===== config.mk =====
export PLATFORM = sky130hd
export DESIGN_NAME = leon_mem_stub
export DESIGN_NICKNAME = d
export VERILOG_FILES = /design/src/rtl/leon_mem_stub.sv
export SDC_FILE = /design/constraint.sdc
export NUM_CORES = 1
export LEC_CHECK = 0
export ABC_AREA = 0
export CAP_MARGIN = 20
export CORE_UTILIZATION = 25
export CTS_CLUSTER_SIZE = 40
export DETAILED_ROUTE_END_ITERATION = 12
export DONT_BUFFER_PORTS = 1
export SYNTH_ARGS = -nofsm -noshare
export SYNTH_HDL_FRONTEND = slang
export SYNTH_HIERARCHICAL = 1
export SYNTH_SLANG_ARGS = --single-unit
export TNS_END_PERCENT = 1

===== constraint.sdc =====
create_clock -name clk -period 8.7 [get_ports clk]
set_input_delay 0.87 -clock clk [delete_from_list [all_inputs] [get_ports clk]]
set_output_delay 0.87 -clock clk [all_outputs]
set_load 0.05 [all_outputs]

===== src/rtl/leon_mem_stub.sv =====
// leon_mem_stub: cache-response emulator standing in for the LEON icache and
// dcache during integer-unit tests.
//   Bench side : inst_valid/inst_data/inst_ready  push instruction words
//                ld_valid/ld_data/ld_ready        push load response words
//                st_valid/st_addr/st_data/st_ready drain captured stores
//   Core side  : ic_req/ic_data                   fetch, 1-cycle latency, NOP when starved
//                dc_req/dc_write/dc_addr/dc_wdata/dc_wait  data access request
//                dc_rdata/dc_hold_n/dc_mds_n      data response and handshake
//   Status     : nop_cnt                          saturating count of NOPs issued
//   Reset      : rst, asynchronous, active low.

// Simple circular FIFO shared by the three queues. The caller qualifies push
// and pop; a push while full is legal only together with a pop.
module leon_mem_stub_fifo #(
   parameter int W     = 32,
   parameter int DEPTH = 4
) (
   input  logic         clk,
   input  logic         rst,
   input  logic         push,
   input  logic [W-1:0] wdata,
   input  logic         pop,
   output logic [W-1:0] head,
   output logic         empty,
   output logic         full
);
   localparam int AW = $clog2(DEPTH);

   logic [W-1:0] mem_r [DEPTH];
   logic [AW-1:0] wp_r;
   logic [AW-1:0] rp_r;
   logic [AW:0]   cnt_r;

   assign head  = mem_r[rp_r];
   assign empty = (cnt_r == {(AW+1){1'b0}});
   assign full  = (cnt_r == (AW+1)'(DEPTH));

   // Storage array; contents need no reset because cnt_r gates visibility.
   always_ff @(posedge clk) begin
      if (push) begin
         mem_r[wp_r] <= wdata;
      end
   end

   // Pointers and occupancy; power-of-two depth makes pointer wrap free.
   always_ff @(posedge clk or negedge rst) begin
      if (!rst) begin
         wp_r  <= {AW{1'b0}};
         rp_r  <= {AW{1'b0}};
         cnt_r <= {(AW+1){1'b0}};
      end else begin
         if (push) begin
            wp_r <= wp_r + AW'(1);
         end
         if (pop) begin
            rp_r <= rp_r + AW'(1);
         end
         case ({push, pop})
            2'b10:   cnt_r <= cnt_r + (AW+1)'(1);
            2'b01:   cnt_r <= cnt_r - (AW+1)'(1);
            default: cnt_r <= cnt_r;
         endcase
      end
   end
endmodule

module leon_mem_stub #(
   parameter int                DATA_W     = 32,
   parameter int                IQ_DEPTH   = 8,
   parameter int                LQ_DEPTH   = 4,
   parameter int                SQ_DEPTH   = 4,
   parameter int                WAIT_W     = 4,
   parameter logic [DATA_W-1:0] NOP_INST   = 32'h01000000,
   parameter logic [DATA_W-1:0] LD_DEFAULT = 32'h00000100
) (
   input  logic              clk,
   input  logic              rst,
   input  logic              inst_valid,
   input  logic [DATA_W-1:0] inst_data,
   output logic              inst_ready,
   input  logic              ld_valid,
   input  logic [DATA_W-1:0] ld_data,
   output logic              ld_ready,
   output logic              st_valid,
   output logic [DATA_W-1:0] st_addr,
   output logic [DATA_W-1:0] st_data,
   input  logic              st_ready,
   input  logic              ic_req,
   output logic [DATA_W-1:0] ic_data,
   input  logic              dc_req,
   input  logic              dc_write,
   input  logic [DATA_W-1:0] dc_addr,
   input  logic [DATA_W-1:0] dc_wdata,
   input  logic [WAIT_W-1:0] dc_wait,
   output logic [DATA_W-1:0] dc_rdata,
   output logic              dc_hold_n,
   output logic              dc_mds_n,
   output logic [15:0]       nop_cnt
);
   typedef enum logic [1:0] {ST_IDLE, ST_WAIT, ST_RESP, ST_SBLK} state_t;

   state_t            state_r;
   logic              wr_r;
   logic [DATA_W-1:0] addr_r;
   logic [DATA_W-1:0] wdata_r;
   logic [WAIT_W-1:0] wcnt_r;
   logic [DATA_W-1:0] ic_data_r;
   logic [15:0]       nop_cnt_r;
   logic [DATA_W-1:0] rdata_r;
   logic              hold_n_r;
   logic              mds_n_r;

   logic [DATA_W-1:0]   iq_head_s;
   logic                iq_empty_s, iq_full_s, iq_pop_s;
   logic [DATA_W-1:0]   lq_head_s;
   logic                lq_empty_s, lq_full_s, lq_pop_s;
   logic [2*DATA_W-1:0] sq_head_s;
   logic                sq_empty_s, sq_full_s, sq_push_s, sq_pop_s, sq_space_s;
   logic                enter_resp_s;
   logic                acc_write_s;
   logic [DATA_W-1:0]   acc_addr_s;
   logic [DATA_W-1:0]   acc_wdata_s;

   assign iq_pop_s = ic_req && !iq_empty_s;
   assign sq_pop_s = st_ready && !sq_empty_s;

   leon_mem_stub_fifo #(.W(DATA_W), .DEPTH(IQ_DEPTH)) u_iq (
      .clk(clk), .rst(rst), .push(inst_valid && !iq_full_s), .wdata(inst_data),
      .pop(iq_pop_s), .head(iq_head_s), .empty(iq_empty_s), .full(iq_full_s));

   leon_mem_stub_fifo #(.W(DATA_W), .DEPTH(LQ_DEPTH)) u_lq (
      .clk(clk), .rst(rst), .push(ld_valid && !lq_full_s), .wdata(ld_data),
      .pop(lq_pop_s), .head(lq_head_s), .empty(lq_empty_s), .full(lq_full_s));

   leon_mem_stub_fifo #(.W(2*DATA_W), .DEPTH(SQ_DEPTH)) u_sq (
      .clk(clk), .rst(rst), .push(sq_push_s), .wdata({acc_addr_s, acc_wdata_s}),
      .pop(sq_pop_s), .head(sq_head_s), .empty(sq_empty_s), .full(sq_full_s));

   assign inst_ready = !iq_full_s;
   assign ld_ready   = !lq_full_s;
   assign st_valid   = !sq_empty_s;
   assign st_addr    = sq_head_s[2*DATA_W-1:DATA_W];
   assign st_data    = sq_head_s[DATA_W-1:0];
   assign ic_data    = ic_data_r;
   assign nop_cnt    = nop_cnt_r;
   assign dc_rdata   = rdata_r;
   assign dc_hold_n  = hold_n_r;
   assign dc_mds_n   = mds_n_r;

   // Response is produced on the edge that enters RESP so that the registered
   // outputs are valid during the RESP cycle; in IDLE the live request is used.
   always_comb begin
      acc_write_s  = wr_r;
      acc_addr_s   = addr_r;
      acc_wdata_s  = wdata_r;
      enter_resp_s = 1'b0;
      if (state_r == ST_IDLE) begin
         acc_write_s = dc_write;
         acc_addr_s  = dc_addr;
         acc_wdata_s = dc_wdata;
      end else begin
         acc_write_s = wr_r;
      end
      case (state_r)
         ST_IDLE: enter_resp_s = dc_req && (dc_wait == {WAIT_W{1'b0}});
         ST_WAIT: enter_resp_s = (wcnt_r == WAIT_W'(1));
         default: enter_resp_s = 1'b0;
      endcase
      // A blocked store may use the slot freed by a same-cycle drain.
      sq_space_s = !sq_full_s || st_ready;
      lq_pop_s   = enter_resp_s && !acc_write_s && !lq_empty_s;
      sq_push_s  = (enter_resp_s && acc_write_s && !sq_full_s) ||
                   ((state_r == ST_SBLK) && sq_space_s);
   end

   // Instruction fetch: registered head word, or NOP with a saturating count.
   always_ff @(posedge clk or negedge rst) begin
      if (!rst) begin
         ic_data_r <= NOP_INST;
         nop_cnt_r <= 16'h0000;
      end else if (ic_req) begin
         if (!iq_empty_s) begin
            ic_data_r <= iq_head_s;
         end else begin
            ic_data_r <= NOP_INST;
            if (nop_cnt_r != 16'hFFFF) begin
               nop_cnt_r <= nop_cnt_r + 16'h0001;
            end
         end
      end
   end

   // Data-side FSM; the enter_resp_s block at the end overrides the case arm.
   always_ff @(posedge clk or negedge rst) begin
      if (!rst) begin
         state_r  <= ST_IDLE;
         wr_r     <= 1'b0;
         addr_r   <= {DATA_W{1'b0}};
         wdata_r  <= {DATA_W{1'b0}};
         wcnt_r   <= {WAIT_W{1'b0}};
         rdata_r  <= {DATA_W{1'b0}};
         hold_n_r <= 1'b1;
         mds_n_r  <= 1'b1;
      end else begin
         case (state_r)
            ST_IDLE: begin
               if (dc_req) begin
                  wr_r    <= dc_write;
                  addr_r  <= dc_addr;
                  wdata_r <= dc_wdata;
                  wcnt_r  <= dc_wait;
                  if (!enter_resp_s) begin
                     state_r  <= ST_WAIT;
                     hold_n_r <= 1'b0;
                  end
               end
            end
            ST_WAIT: wcnt_r <= wcnt_r - WAIT_W'(1);
            ST_RESP: begin
               mds_n_r <= 1'b1;
               state_r <= ST_IDLE;
            end
            ST_SBLK: begin
               if (sq_space_s) begin
                  hold_n_r <= 1'b1;
                  state_r  <= ST_IDLE;
               end
            end
            default: state_r <= ST_IDLE;
         endcase
         if (enter_resp_s) begin
            if (!acc_write_s) begin
               rdata_r  <= lq_empty_s ? LD_DEFAULT : lq_head_s;
               mds_n_r  <= 1'b0;
               hold_n_r <= 1'b1;
               state_r  <= ST_RESP;
            end else if (!sq_full_s) begin
               hold_n_r <= 1'b1;
               state_r  <= ST_RESP;
            end else begin
               hold_n_r <= 1'b0;
               state_r  <= ST_SBLK;
            end
         end
      end
   end
endmodule

==> impl_metrics.ini, run 1 <==
[run_status]
status = finished clean

[clocking]
post_cts_buffers = 0
cts_root_buffer = clkbuf_16
clkSlewWorstSetupHoldPaths_ps = 60
cts.repair.resized = 0
cts.sinks = 817
cts_buffers = 88
cts_hold_buf = 2
clockBufferDepth = 3
insertion_delay_ps = 700
cts-htree-levels = 3
cts_tree = done

[critical_path]
critPathBufInv = 1
critical_path.max_stage_delay_ps = 790
required_ps = 7830
rr_endpoint = u_sq/mem_r[3][24]$_DFFE_PP_
critical_path.top_delay_family = multiplexers
critical_path_class = flip-flop to primary output
arrival_ps = 3050
path_cells = buf_4 > mux4_2
slowest_stage = mux4_2
timing.rr.start = wcnt_r[1]$_DFFE_PN0P_
cp.depth = 2
crit_fanout = 41
end_kind = primary output
start_kind = flip-flop
reg2reg_slack_ps = 4850
rr_worst_depth = 8

[sta]
fin_hold_ws_ps = 110.5
fin_setup_tns_ps = 0
finalClockSkew_ps = 54.81
clock.fmax_mhz = 254.8
rsz0062_at_grt = no
setup_viol = 0
fin_crit_sh_pct = 45.11
tightest_slew_ps = 1200
relSlewSlack_pct = 20.02
fin_crit_ps = 3924
drv_slew = 0
finalHoldViolCount = 0

[detailed_routing]
ant_nets = 0
drt_wl_total_um = 70580
first_iter_violations = 929
avgViaCountPerCell = 4.244
drt_pre_antenna_iters = 5
drc = 0
avgRoutedWirePerCell_um = 20.46
vias = 14640

[synthesis]
ys.flop_type = edfxtp_1
syn_nets = 1751
ys_seq_area_share_pct = 73.09
syn_inst = 1591
synth_top_area_share_pct = 59.39
ys_warn_count = 6
ys_top_cells_by_area = edfxtp_1 59%, dfrtp_1 13%, mux4_2 9.1%
synthMostInstantiatedCell = edfxtp_1
avgSynthCellArea_um2 = 20.34
synth-edff-count = 640
synth_top_area_cell = edfxtp_1
synth_commonest_cells = 640 x edfxtp_1, 174 x dfrtp_1, 169 x mux2_2, 131 x mux4_2, 54 x inv_1
ys_ff_latch = 817
async_flop_share_pct = 21.66
synth_area_um2 = 32360
synth_cell_types = 49

[floorplan]
dieHeight_um = 361.8
rows = 131
initial_core_util_pct = 25.28
num_io_pins = 289
dieArea_um2 = 130900
coreArea_um2 = 128000
dieWidth_um = 361.8

[run]
maxCapViolations = 0

[global_route]
grt_pass1_wl_um = 104300
grt.overflow.total = 0
grt_max_degree = 176
grt_pass1_vias = 15790
grt_use_total_pct = 10.74
antenna_found_initial = 9

[cells_and_area]
utilization_pct = 29.16
syn2layout_area_growth_pct = 15.34
final_nets = 1797
drive_gt1_share_pct = 29.95

[placed_design]
gp_congestion = 0.7549
post-dp-hpwl_um = 42190
port_buffers = 0

[worst_hold_path]
hp-class = input pin to async pin

[power_and_ir_drop]
peakVddDrop_mv = 0.1722
p_leak_uw = 0.01261
cellPowerDensity_nw_per_um2 = 359.2
power.total_uw = 13410
routing by layer:
metal / global-route usage [%] / part of all wire (%) / routed length (um)
met4: 4.071 / 2.4 / 1693
met5: 0.9249 / 0.094 / 66
met1: 12.30 / 39 / 27390
met2: 17.76 / 49 / 34780
met3: 4.420 / 9.4 / 6649
final cells by class:
cell class / count / area (um^2)
Antenna cell: 7 / 17.52
Timing Repair Buffer: 30 / 247.7
Fill cell: 12390 / 90690
Sequential cell: 817 / 23670
Clock buffer: 117 / 2371
Inverter: 54 / 202.7
Clock inverter: 49 / 608.1
Multi-Input combinational cell: 646 / 8048
Tap cell: 1729 / 2163
worst register-to-register path, delay by kind of cell, from the launching register on:
family	cells	cell delay, ps
simple gates	3	1330
buf+inv	2	740
compound gates	2	730
flops	1	370
fa+ha+maj	1	170
power breakdown:
part	switching, uW	internal (uW)	total, uW
Sequential	1010	5170	6180
Combinational	2020	1450	3460
Clock	1600	2170	3760
per-stage QoR:
stage	cell area, um^2	cells	setup slack, ps
2_1_floorplan	32360	1591	4588
3_3_place_gp	34290	3274	4777
3_5_place_dp	34290	3274	4700
4_1_cts	37310	3442	4588
5_1_grt	37310	3445	4487
6_report	37320	3449	4776
registers in the layout, indices dropped and copies added, names as in the netlist, 4 cells and up:
name and count:
u_iq/mem_r 256, u_sq/mem_r 256, u_lq/mem_r 128, addr_r 32
dc_rdata 32, ic_data 32, wdata_r 32, nop_cnt 16
u_iq/cnt_r 4, wcnt_r 4
cell usage in the layout, fill, tap and decap left out, types with 17 or more instances in the layout:
cell / n
buf_4: 28
clkbuf_1: 23
clkbuf_16: 88
dfrtp_1: 169
edfxtp_1: 640
ha_1: 18
inv_1: 54
mux2_2: 169
mux2_4: 27
mux4_1: 29
mux4_2: 131
nand2_1: 17
nand3b_1: 30
nor2_1: 17
nor2b_1: 39
o21ai_0: 39
xor2_1: 22
kinds of logic after synthesis:
logic type      share of synthesized area [%]
simple gates                            3.116
compound gates                          1.141
xor+xnor                               0.9202
buf+inv                                 2.212
fa+ha+maj                              0.8197
flops                                   73.09
mux                                     18.70
worst max-delay path by stage:
stage / startpoint / to
floorplan: dc_wait[2] / u_sq/mem_r[0][0]$_DFFE_PP_
global placement: dc_wait[2] / u_sq/mem_r[0][10]$_DFFE_PP_
detailed placement: dc_wait[2] / u_sq/mem_r[1][10]$_DFFE_PP_
CTS: u_sq/rp_r[0]$_DFFE_PN0P_ / st_data[29]
global route: u_sq/rp_r[0]$_DFFE_PN0P_ / st_data[29]
finish: u_sq/rp_r[0]$_DFFE_PN0P_ / st_data[29]
(Power assumes the default switching activity.)
==> run 2, diff against run 1 <==
==> constraint.sdc (replaced) <==
create_clock -name clk -period 3.32 [get_ports clk]
set_input_delay 0.332 -clock clk [delete_from_list [all_inputs] [get_ports clk]]
set_output_delay 0.332 -clock clk [all_outputs]
set_load 0.05 [all_outputs]
==> run 2 against run 1 <==
  * The flow now finishes with violations (negative hold slack)
  * Global-route usage is 0.11 points higher
  * Die area is the same
  * Register-to-register slack worse by 4700 ps
  * First-iteration DRC count rose by 1.9%
  * Critical path depth grew 7
  * Worst hold slack lost 790 ps
  * Routed wire length up 0.84%
  * Sequential share of layout area shrank 2.7 points
  * Largest power group unchanged
==> impl_metrics.ini, run 2 (synthesis gave the netlist of run 1 again) <==
[run_status]
status = complete, but fails checks
violations = negative hold slack

[sta]
finalHoldViolCount = 177
drv_slew = 0
fin_crit_sh_pct = 94.13
setup_viol = 0
fin_hold_ws_ps = -675.9
tightest_slew_ps = 773.2
clock.fmax_mhz = 320.0
relSlewSlack_pct = 48.45
final.setup.worst_slack_ps = 194.9
fin_crit_ps = 3125
finalClockSkew_ps = 46.48
rsz0062_at_grt = no

[cells_and_area]
final_common_cell = edfxtp_1
multi_input_comb_area_um2 = 8048
seqCellArea_um2 = 23670
utilization_pct = 30.43
syn2layout_area_growth_pct = 20.39
top_regs = u_iq/mem_r x256, u_sq/mem_r x256, u_lq/mem_r x128
fin_cells = 3616
drive_gt1_share_pct = 28.85
most-common-layout-cells = 640 x edfxtp_1, 169 x mux2_2, 169 x dfrtp_1
nFillCells = 12350
final_nets = 1957

[detailed_routing]
wl_met1_um = 29270
wl_met2_um = 34120
drt_pre_antenna_iters = 5
ant_nets = 0
met3_length_um = 6006
first_iter_violations = 947
avgRoutedWirePerCell_um = 19.68
top_layer = met5
avgViaCountPerCell = 4.251
drc = 0
vias = 15370
drt_wl_total_um = 71180

[power_and_ir_drop]
switchingPower_uw = 12270
p_sw_share_pct = 34.61
internal_power_uw = 23180
pwr-share-seq_pct = 45.5
p_leak_uw = 0.01332
power.total_uw = 35440
comb_power_share_pct = 27.0
peakVddDrop_mv = 0.4918
cellPowerDensity_nw_per_um2 = 909.8
clkPwrFrac_pct = 27.5

[clocking]
cts_tree = done
cts_buffers = 90
cts_hold_buf = 139
cts-htree-levels = 3
post_cts_buffers = 0
cts.sinks = 817
clockBufferDepth = 3
cts_root_buffer = clkbuf_16
clkSlewWorstSetupHoldPaths_ps = 60
insertion_delay_ps = 710
cts.repair.resized = 0

[placed_design]
port_buffers = 0
gp_congestion = 0.7615
post-dp-hpwl_um = 43720
dp_slack_ps = 156.0
placed_cells = 3295

[global_route]
grt_pass1_wl_um = 106400
grt_use_total_pct = 10.84
antenna_found_initial = 17
grt.overflow.total = 0
grt_pass1_vias = 16610
grt_max_degree = 178

[floorplan]
dieArea_um2 = 130900
initial_core_util_pct = 25.28
coreArea_um2 = 128000
num_io_pins = 289
dieHeight_um = 361.8
dieWidth_um = 361.8
rows = 131

[critical_path]
critical_path_class = flip-flop to flip-flop
arrival_ps = 3490
end_kind = flip-flop
crit_fanout = 21
start_kind = flip-flop
required_ps = 3680

[run]
maxCapViolations = 0

[worst_hold_path]
hp-class = input pin to async pin
-- run 2: cell types whose count changed in the layout (fill, tap and decap cells not counted), moves of 5 or more --
| cell | before | now |
|---|---|---|
| clkinv_2 | 10 | 15 |
| buf_12 | 0 | 9 |
| buf_4 | 28 | 40 |
| dlygate4sd3_1 | 1 | 138 |
| clkinv_1 | 14 | 8 |
| diode_2 | 7 | 12 |
-- run 2: final timing paths --
kind | startpoint | cells after the start | endpoint | slack, ps
worst min register to register | addr_r[9]$_DFFE_PN0P_ | 1 | addr_r[9]$_DFFE_PN0P_ | 500
worst max-delay path | wcnt_r[1]$_DFFE_PN0P_ | 9 | u_sq/mem_r[0][60]$_DFFE_PP_ | 190
worst min-delay path | rst | 0 | ic_data[15]$_DFFE_PN0P_ | -680
worst max register to register | wcnt_r[1]$_DFFE_PN0P_ | 9 | u_sq/mem_r[0][60]$_DFFE_PP_ | 190
min in group clk | ic_req | 3 | nop_cnt[2]$_DFFE_PN0P_ | 80
max in group asynchronous | rst | 0 | addr_r[21]$_DFFE_PN0P_ | 3570
-- run 2: final cells by class --
type / instances / share of cell area [%]
Timing Repair Buffer: 188 / 4.850
Clock inverter: 45 / 1.192
Inverter: 54 / 0.5203
Antenna cell: 12 / 0.07708
Sequential cell: 817 / 60.74
Tap cell: 1729 / 5.553
Clock buffer: 125 / 6.407
Multi-Input combinational cell: 646 / 20.66
-- run 2: routing by layer --
metal,global-route usage (%),vias to the layer above
li1,-,6754
met1,13.26,8074
met2,17.55,426
met3,4.021,109
met4,3.739,10
met5,0,-
-- run 2: power groups by stage --
stage | registers [uW] | clock network [uW] | logic [uW]
after global routing | 16400 | 10400 | 10300
final | 16100 | 9740 | 9560
after floorplan | 15600 | 0 | 7900
after detailed placement | 16400 | 0 | 9490
after CTS | 16200 | 10000 | 9760
after global placement | 16300 | 0 | 9270
-- run 2: per-stage QoR --
step | TNS, ps | cell area (um^2)
finish | 0 | 38960
global route | 0 | 38950
CTS | 0 | 38930
detailed placement | 0 | 34560
global placement | 0 | 34560
floorplan | -116040 | 32360
-- run 2: worst max-delay path: stages, from the launching register on --
cell,delay [ps]
dfrtp_1,380
inv_1,100
ha_1,140
nor3b_1,360
a32oi_1,200
or3b_2,460
a21oi_1,280
buf_4,230
and2_4,400
buf_12,240
